`src/rtl/comm_pkg.sv`:
```
// rtl/comm_pkg.sv - shared opcodes, response codes, header layout and FSM states
package comm_pkg;

    typedef enum logic [7:0] {
        OP_WRITE = 8'h01,
        OP_READ  = 8'h02,
        OP_PING  = 8'h03
    } opcode_e;

    localparam logic [7:0] RSP_WRITE_OK = 8'h81;
    localparam logic [7:0] RSP_READ_OK  = 8'h82;
    localparam logic [7:0] RSP_PING     = 8'h83;
    localparam logic [7:0] RSP_ERR      = 8'hFF;

    typedef struct packed {
        logic [7:0]  opcode;
        logic [7:0]  tag;
        logic [15:0] addr;
        logic [31:0] count;
    } hdr_t;

    typedef enum logic [2:0] {
        ST_HDR,
        ST_WDATA,
        ST_WDROP,
        ST_RSP,
        ST_RDATA
    } state_e;

    // Response header word; fields a given code does not report are zeroed.
    function automatic logic [63:0] build_rsp(input logic [7:0] code, input logic [7:0] tag,
                                              input logic [15:0] addr, input logic [31:0] count,
                                              input logic [15:0] dev_id);
        case (code)
            RSP_WRITE_OK: build_rsp = {code, tag, 16'h0, count};
            RSP_READ_OK:  build_rsp = {code, tag, addr, count};
            RSP_PING:     build_rsp = {code, tag, dev_id, 32'h0};
            default:      build_rsp = {RSP_ERR, tag, 16'h0, 32'h0};
        endcase
    endfunction

endpackage

```
`src/rtl/comm_reg_responder_if.sv`:
```
// rtl/comm_reg_responder_if.sv - request/response stream bundle between host and responder
interface comm_reg_responder_if;
    logic [63:0] req_data;
    logic        req_valid;
    logic        req_ready;
    logic [63:0] rsp_data;
    logic        rsp_valid;
    logic        rsp_ready;

    modport master (output req_data, req_valid, rsp_ready,
                    input  req_ready, rsp_data, rsp_valid);
    modport slave  (input  req_data, req_valid, rsp_ready,
                    output req_ready, rsp_data, rsp_valid);
endinterface

```
`src/rtl/comm_reg_file.sv`:
```
// rtl/comm_reg_file.sv - NREGS x 64 register array, one sync write port, one comb read port
module comm_reg_file #(
    parameter int NREGS = 16,
    parameter int AW    = 4
) (
    input  logic          clk,
    input  logic          reset,
    input  logic          wr_en,
    input  logic [AW-1:0] wr_addr,
    input  logic [63:0]   wr_data,
    input  logic [AW-1:0] rd_addr,
    output logic [63:0]   rd_data
);
    logic [63:0] regs [NREGS];

    always_ff @(posedge clk) begin
        if (!reset) begin
            for (int i = 0; i < NREGS; i++) regs[i] <= '0;
        end else if (wr_en) begin
            regs[wr_addr] <= wr_data;
        end
    end

    assign rd_data = regs[rd_addr];
endmodule

```
`src/rtl/comm_reg_responder.sv`:
```
// rtl/comm_reg_responder.sv - host-stream register responder; COMM_RESP_STATS_EN adds request/error counters
module comm_reg_responder
    import comm_pkg::*;
#(
    parameter int          NREGS  = 16,
    parameter logic [15:0] DEV_ID = 16'h5A01
) (
    input  logic                clk,
    input  logic                reset,
    comm_reg_responder_if.slave bus,
    output logic [15:0]         req_count,
    output logic [15:0]         err_count
);
    localparam int AW = (NREGS > 1) ? $clog2(NREGS) : 1;

    state_e      state, state_nx;
    hdr_t        hdr;
    logic [7:0]  tag_q, code_q;
    logic [15:0] addr_q;
    logic [31:0] count_q, idx_q;
    logic        req_fire, rsp_fire, last_word;
    logic        is_wr, is_rd, is_ping, range_err, hdr_err;
    logic [32:0] end_addr;
    logic [7:0]  code_nx;
    logic [AW-1:0] word_addr;
    logic [63:0] rd_data;

    assign hdr = bus.req_data;

    // Ready is masked by reset so no word is accepted while the block is being cleared.
    assign bus.req_ready = reset && (state == ST_HDR || state == ST_WDATA || state == ST_WDROP);
    assign bus.rsp_valid = (state == ST_RSP || state == ST_RDATA);
    assign req_fire      = bus.req_valid && bus.req_ready;
    assign rsp_fire      = bus.rsp_valid && bus.rsp_ready;
    assign last_word     = (idx_q == count_q - 32'd1);

    assign is_wr     = (hdr.opcode == OP_WRITE);
    assign is_rd     = (hdr.opcode == OP_READ);
    assign is_ping   = (hdr.opcode == OP_PING);
    assign end_addr  = {17'h0, hdr.addr} + {1'b0, hdr.count};
    assign range_err = (end_addr > 33'(NREGS));
    assign hdr_err   = !(is_wr || is_rd || is_ping) ||
                       ((is_wr || is_rd) && (hdr.count == 32'h0 || range_err));

    always_comb begin
        code_nx = RSP_ERR;
        if (!hdr_err) begin
            if (is_wr)      code_nx = RSP_WRITE_OK;
            else if (is_rd) code_nx = RSP_READ_OK;
            else            code_nx = RSP_PING;
        end
    end

    always_comb begin
        state_nx = state;
        case (state)
            ST_HDR: if (req_fire) begin
                if (is_wr && !hdr_err)             state_nx = ST_WDATA;
                else if (is_wr && hdr.count != '0) state_nx = ST_WDROP;
                else                               state_nx = ST_RSP;
            end
            ST_WDATA, ST_WDROP: if (req_fire && last_word) state_nx = ST_RSP;
            ST_RSP: if (rsp_fire) state_nx = (code_q == RSP_READ_OK) ? ST_RDATA : ST_HDR;
            ST_RDATA: if (rsp_fire && last_word) state_nx = ST_HDR;
            default: state_nx = ST_HDR;
        endcase
    end

    always_ff @(posedge clk) begin
        if (!reset) begin
            state   <= ST_HDR;
            tag_q   <= '0;
            code_q  <= '0;
            addr_q  <= '0;
            count_q <= '0;
            idx_q   <= '0;
        end else begin
            state <= state_nx;
            if (state == ST_HDR && req_fire) begin
                tag_q   <= hdr.tag;
                addr_q  <= hdr.addr;
                count_q <= hdr.count;
                code_q  <= code_nx;
                idx_q   <= '0;
            end else if ((state == ST_WDATA || state == ST_WDROP) && req_fire) begin
                idx_q <= last_word ? '0 : idx_q + 32'd1;
            end else if (state == ST_RDATA && rsp_fire) begin
                idx_q <= idx_q + 32'd1;
            end
        end
    end

    // Range check guarantees addr+idx < NREGS, so truncation to AW bits is exact.
    assign word_addr = AW'(addr_q) + AW'(idx_q);

    comm_reg_file #(.NREGS(NREGS), .AW(AW)) u_reg_file (
        .clk     (clk),
        .reset   (reset),
        .wr_en   (state == ST_WDATA && req_fire),
        .wr_addr (word_addr),
        .wr_data (bus.req_data),
        .rd_addr (word_addr),
        .rd_data (rd_data)
    );

    always_comb begin
        bus.rsp_data = '0;
        if (state == ST_RSP)        bus.rsp_data = build_rsp(code_q, tag_q, addr_q, count_q, DEV_ID);
        else if (state == ST_RDATA) bus.rsp_data = rd_data;
    end

`ifdef COMM_RESP_STATS_EN
    always_ff @(posedge clk) begin
        if (!reset) begin
            req_count <= '0;
            err_count <= '0;
        end else begin
            if (state == ST_HDR && req_fire && req_count != 16'hFFFF)
                req_count <= req_count + 16'd1;
            if (state == ST_RSP && rsp_fire && code_q == RSP_ERR && err_count != 16'hFFFF)
                err_count <= err_count + 16'd1;
        end
    end
`else
    assign req_count = '0;
    assign err_count = '0;
`endif

endmodule

```
`src/flat_wrapper.sv`:
```
// flat-port wrapper written by rule: the top's interface ports become plain ports
module comm_reg_responder_flat import comm_pkg::*;
#(
    parameter int          NREGS  = 16,
    parameter logic [15:0] DEV_ID = 16'h5A01
)
  (clk, reset, req_count, err_count, bus_req_data, bus_req_valid, bus_rsp_ready, bus_req_ready, bus_rsp_data, bus_rsp_valid);
  comm_reg_responder_if bus_i ();
  input  logic clk;
  input  logic reset;
  output logic [15:0] req_count;
  output logic [15:0] err_count;
  input wire logic [$bits(bus_i.req_data)-1:0] bus_req_data;
  input wire logic [$bits(bus_i.req_valid)-1:0] bus_req_valid;
  input wire logic [$bits(bus_i.rsp_ready)-1:0] bus_rsp_ready;
  output wire logic [$bits(bus_i.req_ready)-1:0] bus_req_ready;
  output wire logic [$bits(bus_i.rsp_data)-1:0] bus_rsp_data;
  output wire logic [$bits(bus_i.rsp_valid)-1:0] bus_rsp_valid;
  assign bus_i.req_data = bus_req_data;
  assign bus_i.req_valid = bus_req_valid;
  assign bus_i.rsp_ready = bus_rsp_ready;
  assign bus_req_ready = bus_i.req_ready;
  assign bus_rsp_data = bus_i.rsp_data;
  assign bus_rsp_valid = bus_i.rsp_valid;
  comm_reg_responder #(.NREGS(NREGS), .DEV_ID(DEV_ID)) u_core (.clk(clk), .reset(reset), .bus(bus_i), .req_count(req_count), .err_count(err_count));
endmodule
```
`config.mk`:
```
export PLATFORM = sky130hd
export DESIGN_NAME = comm_reg_responder_flat
export DESIGN_NICKNAME = d
export VERILOG_FILES = /design/src/rtl/comm_pkg.sv /design/src/rtl/comm_reg_responder_if.sv /design/src/rtl/comm_reg_file.sv /design/src/rtl/comm_reg_responder.sv /design/src/flat_wrapper.sv
export SDC_FILE = /design/constraint.sdc
export NUM_CORES = 2
export LEC_CHECK = 0
export CORE_MARGIN = 2
export CORE_UTILIZATION = 45
export CTS_CLUSTER_DIAMETER = 60
export DETAILED_ROUTE_END_ITERATION = 7
export HOLD_SLACK_MARGIN = 0.15
export PLACE_DENSITY = 0.69
export SYNTH_ARGS = -nofsm -noshare
export SYNTH_HDL_FRONTEND = slang
export SYNTH_SLANG_ARGS = --single-unit
```
`constraint.sdc`:
```
create_clock -name clk -period 11.28 [get_ports clk]
set_input_delay 2.256 -clock clk [delete_from_list [all_inputs] [get_ports clk]]
set_output_delay 2.256 -clock clk [all_outputs]
set_load 0.1 [all_outputs]
```
=== After elaboration in Yosys (flattened, before gate mapping) ===
Memory sizes are Yosys's and may differ from the RTL's.
Cells that the tools add are included.

* Bits in registers: 99
* RAM bits: 1,024
* Bits of input ports: 68
* Word-level logic and storage cells: 82
* Memories: 1

* Add/sub/neg operators: 4
* Order comparisons: 1
* Equality and inequality tests: 15
* Muxes and demuxes: 24
* Bitwise gates (word level): 1
* Reduce and logical (&&, ||, !) cells: 30

{| class="wikitable"
|+ Memory list
! memory !! depth !! bits a word !! rd ports !! clocked after memory_dff !! wr ports !! RTL line !! text
|-
| u_core.u_reg_file.regs || 16 || 64 || 1 || 0 || 16 || comm_reg_file.sv:14 || <nowiki>logic [63:0] regs [NREGS];</nowiki>
|}

{| class="wikitable"
|+ Operator list
! operator !! count
|-
| 64-bit two-way mux || 3
|-
| 64-bit case mux with 3 select lines || 1
|-
| 32-bit two-way mux || 3
|-
| 64-bit OR reduction || 1
|-
| 16-bit by 32-bit adder with 33-bit output || 1
|-
| 33-bit by 5-bit greater-than comparator with 1-bit output, second input constant || 1
|-
| 32-bit by 1-bit adder with 32-bit output, second input constant || 1
|-
| 32-bit == test || 1
|-
| 32-bit zero test || 1
|-
| 32-bit nonzero test || 1
|-
| 32-bit by 1-bit subtractor with 32-bit output, second input constant || 1
|-
| 8-bit == test, second input constant || 3
|-
| 3-bit two-way mux || 6
|-
| 8-bit by 2-bit == test with 1-bit output, second input constant || 2
|-
| 8-bit two-way mux || 2
|-
| 1-bit logical AND || 12
|-
| 3-bit case mux with 4 select lines || 1
|-
| 8-bit by 1-bit == test with 1-bit output, second input constant || 1
|-
| 1-bit logical OR || 8
|-
| 2-bit by 1-bit != test with 1-bit output, second input constant || 4
|-
| 1-bit two-way mux || 7
|-
| 3-bit by 2-bit == test with 1-bit output, second input constant || 2
|-
| 4-bit adder || 1
|-
| 4-bit two-way mux || 1
|-
| 8 further kinds || 10
|}

=== Logic depth before layout (Yosys ltp) ===
* Depth after elaboration: 11
* Gate-level depth with buffers: 15
* Depth with buffers taken out: 12

=== Cells and area by module ===
From an unflattened synthesis, not the netlist that was laid out.

* Cells, all modules: 3,823
* Area total of the unflattened synthesis: 53,271.1 µm²

{| class="wikitable"
|+ Modules (own cells, without submodules)
! module !! instances !! cells an instance !! area each (µm²) !! sequential area each (µm²)
|-
| comm_reg_file || 1 || 2,789 || 45,603.7 || 30,749.5
|-
| comm_reg_responder || 1 || 1,034 || 7,667.4 || 1,901.8
|}

=== Worst setup path before layout ===
No wires, ideal clock.

* Path type: in2reg
* Start: input port reset
* End: memory u_core.u_reg_file.regs[0][0], enable pin
* Arrival time: 8.126 ns
* Data required time: 10.706 ns
* Slack: 2.579 ns
* Cell stages on the path: 8
* Path buffers: 4
* Cells stage by stage: clkbuf_1 and3b_1 clkbuf_1 nand3b_1 or3_1 clkbuf_1 clkbuf_1 o21ai_0

{| class="wikitable"
|+ RTL lines
! element !! RTL line !! text
|-
| start, declared || flat_wrapper.sv:10 || <nowiki>input logic reset;</nowiki>
|-
| end, declared || comm_reg_file.sv:14 ||
|}

=== Final worst setup path ===
* Start: register u_core.idx_q[1]
* End: output port bus_rsp_data[4]

* Cells in the longest elaborated chain, start to end: 4

{| class="wikitable"
|+ RTL lines
! element !! RTL line !! text
|-
| start, declared || comm_reg_responder.sv:20 || <nowiki>logic [31:0] count_q, idx_q;</nowiki>
|-
| start signal, assigned || comm_reg_responder.sv:86 || <nowiki>idx_q <= last_word ? '0 : idx_q + 32'd1;</nowiki>
|-
| start signal, assigned || comm_reg_responder.sv:88 || <nowiki>idx_q <= idx_q + 32'd1;</nowiki>
|-
| 4-bit adder || comm_reg_responder.sv:94 || <nowiki>assign word_addr = AW'(addr_q) + AW'(idx_q);</nowiki>
|-
| memory read 16 x 64 bit || -- ||
|-
| 64-bit two-way mux || comm_reg_responder.sv:109 || <nowiki>else if (state == ST_RDATA) bus.rsp_data = rd_data;</nowiki>
|-
| 64-bit two-way mux || comm_reg_responder.sv:108 || <nowiki>if (state == ST_RSP) bus.rsp_data = build_rsp(code_q, tag_q, addr_q, count_q, DEV_ID);</nowiki>
|-
| end, declared || flat_wrapper.sv:17 || <nowiki>output wire logic [$bits(bus_i.rsp_data)-1:0] bus_rsp_data;</nowiki>
|}

No other way between the ends.

==> results.yml <==
logic_synthesis:
  synth_warnings: 0
  synthTopCellsByArea: "edfxtp_1, and2_1, mux4_2"
  synth.distinct_cells: 79
  syn_inst: 4018
  synthesis.area_sq_mm: 0.0532
  ys.flop_type: "edfxtp_1"
  yosys-top-cells-count: "edfxtp_1, and2_1, nand2_1, clkbuf_1, mux4_2"
  synth_top_area_share_pct: 57.8
  synth_edf_count: 1024
  ys_ff_latch: 1119
  synth_most_common_cell: "edfxtp_1"
  synth_top_area_cell: "edfxtp_1"
  yosysSeqAreaShare_pct: 61.4
  ys_async_sr_fraction_pct: 0
  avgSynthCellArea_sq_um: 13.2
sta:
  clock-skew-final_ns: 0.0375
  fin_tns_setup_ns: 0
  maxSlewHeadroom_pct: 17.4
  fin_crit_sh_pct: 73.5
  setup_ws_ns: 2.99
  period_needed_ns: 8.29
  hold_ws_ns: 0.459
  finalSetupViolCount: 0
  rsz0062_at_grt: "false"
  worst_pin_slew_ns: 1.24
  hold_violations: 0
  slew_viol_final: 0
  fmax_mhz: 121
global_route:
  track_usage_pct: 26.0
  grt_pass1_vias: 33900
  antenna_found_initial: 16
  overflow: 0
  grt_max_degree: 141
  grt_pass1_wl_um: 230000
status:
  status: "completed"
die:
  core_area_sq_mm: 0.118
  rows: 126
  fp.dieArea_sq_mm: 0.121
  die_y_um: 348
  die_x_um: 348
  io_pins: 166
  start_util_pct: 45.2
power:
  power_frac_seq_pct: 45.2
  power.switching_mw: 3.00
  swShare_pct: 28.3
  p_clk_share_pct: 36.3
  p_int_mw: 7.60
  finalPower_mw: 10.6
  p_per_area_mw_per_mm2: 177
  power_leakage_nw: 21.2
  irDropWorstVdd_v: 0.000153
  combPwrFrac_pct: 18.5
clock_network:
  cts_hold_buf: 0
  cts_max_path_buffers: 3
  insertion_delay_ns: 0.72
  clk_pin_slew_ns: 0.06
  htree_levels: 3
  cts_buffers: 118
  cts_setup_buffers: 0
  cts_tree: "done"
  clock-sinks: 1119
  cts-resized-gates: 0
  cts_root_buf: "clkbuf_16"
detailed_routing:
  drcViolationCount: 0
  drt_iter0_markers: 4449
  wirelength_um: 158000
  viasPerCell: 6.04
  final_antenna_net_count: 0
  routedWlPerCell_um: 27.9
  num_vias: 34100
  first_pass_iters: 5
worst_setup_path:
  worst_setup_path_start_kind: "flop"
  crit_family: "buffers and inverters"
  path_class: "flop to output pin"
  path_buf_inv: 3
  cp.required_ns: 9.02
  path_cells: "ha_1 -> a21o_1 -> a21oi_1 -> xnor2_2 -> buf_4 -> buf_4 -> o31ai_1 -> o21ai_0 -> clkdlybuf4s50_1"
  slowest_delay_ns: 1.28
  arrival_ns: 6.03
  cp_common_cell: "buf_4"
  cp_max_fo: 60
  cp_slowest_cell: "clkdlybuf4s50_1"
  cp-end-kind: "output pin"
job:
  cap_violations: 0
cells_and_area:
  syn2layout_area_growth_pct: 12.8
  final_core_util_pct: 51.0
  final_design_area_no_fill_sq_mm: 0.0600
  layout.cells.non_filler: 5654
  layout.nets: 4103
  drive_above_1_share_pct: 14.6
placement:
  dp_slack_ns: 3.84
  post-place-cells: 5428
  placed_area_sq_mm: 0.0562
  numPortBuffers: 133
  place_hpwl_um: 89100
  gp_congestion: 0.931
min_path:
  min_path_type: "flop to flop"
[path summary, 6_finish.rpt]
path	start	endpoint	slack [ns]	cells past startpoint
worst max-delay path	u_core.idx_q[1]	bus_rsp_data[4]	2.99	9
worst min-delay path	u_core.tag_q[6]	u_core.tag_q[6]	0.46	2
worst max register to register	u_core.idx_q[1]	u_core.u_reg_file.regs[5][26]	5.87	9
worst min register to register	u_core.tag_q[6]	u_core.tag_q[6]	0.46	2
[area by class of cell]
type | instances | area [sq um]
Fill cell | 9724 | 57600
Antenna cell | 3 | 7.51
Sequential cell | 1119 | 32700
Timing Repair Buffer | 242 | 2180
Multi-Input combinational cell | 2517 | 19400
Inverter | 14 | 52.6
Tap cell | 1536 | 1920
Clock buffer | 163 | 3240
Clock inverter | 60 | 564
[worst register-to-register path, cell delays in order (launching register included)]
cell	delay (ns)
dfxtp_1	0.52
ha_1	0.30
a21o_1	0.16
a21oi_1	0.51
xnor2_2	0.20
buf_4	0.78
nand2_2	0.93
nor2_4	0.99
buf_4	0.64
and2_1	0.24
[cell usage in the layout (no fill, tap or decap), types with 8 or more instances in the layout]
cell type and n:
conb_1 32, a21o_1 10, clkbuf_1 35, nand2_1 344, buf_4 107, and2_1 962, clkinv_2 14, edfxtp_1 1024
mux2i_1 9, dfxtp_1 95, xor2_1 43, clkinv_1 23, a21oi_1 33, clkbuf_16 120, mux4_2 256, ha_1 20
and3_1 9, nor2_1 80, nand4_1 33, nand3_1 154, o21ai_0 139, bufinv_16 8, clkbuf_8 8, xnor2_1 38
o21ai_4 16, nor4_1 20, o22ai_1 8, nor3_1 86, inv_1 12, clkdlybuf4s50_1 132, o31ai_1 67, nor2_4 16
[layer usage]
metal	part of all wire, %	vias up	GRT usage [%]
met5	0.033	-	0
met4	4.2	8	10.7
met3	10	345	5.24
li1	-	14600	-
met2	47	1942	41.4
met1	39	17300	34.9
[power groups by stage]
stage / sequential [mW] / combinational [mW] / clock [mW]
floorplan: 4.85 / 1.40 / 0
global placement: 4.86 / 1.95 / 0
detailed placement: 4.87 / 1.95 / 0
CTS: 4.79 / 1.96 / 3.87
global route: 4.80 / 2.08 / 4.03
finish: 4.79 / 1.96 / 3.85
[registers in the layout, summed over array words and instances (netlist names)]
| name | flops |
|---|---|
| u_core.u_reg_file.regs | 1024 |
| u_core.idx_q | 32 |
| u_core.state | 3 |
| u_core.tag_q | 8 |
| u_core.code_q | 4 |
| u_core.addr_q | 16 |
| u_core.count_q | 32 |
[cells by family after synthesis]
| family | share of synthesized area, % |
|---|---|
| other cells | 0.00705 |
| simple gates | 18.6 |
| compound gates | 3.82 |
| mux | 11.0 |
| flops | 61.4 |
| fa+ha+maj | 0.569 |
| xor+xnor | 1.40 |
| buf+inv | 3.20 |
No activity file was read; power rests on OpenSTA's default activity.
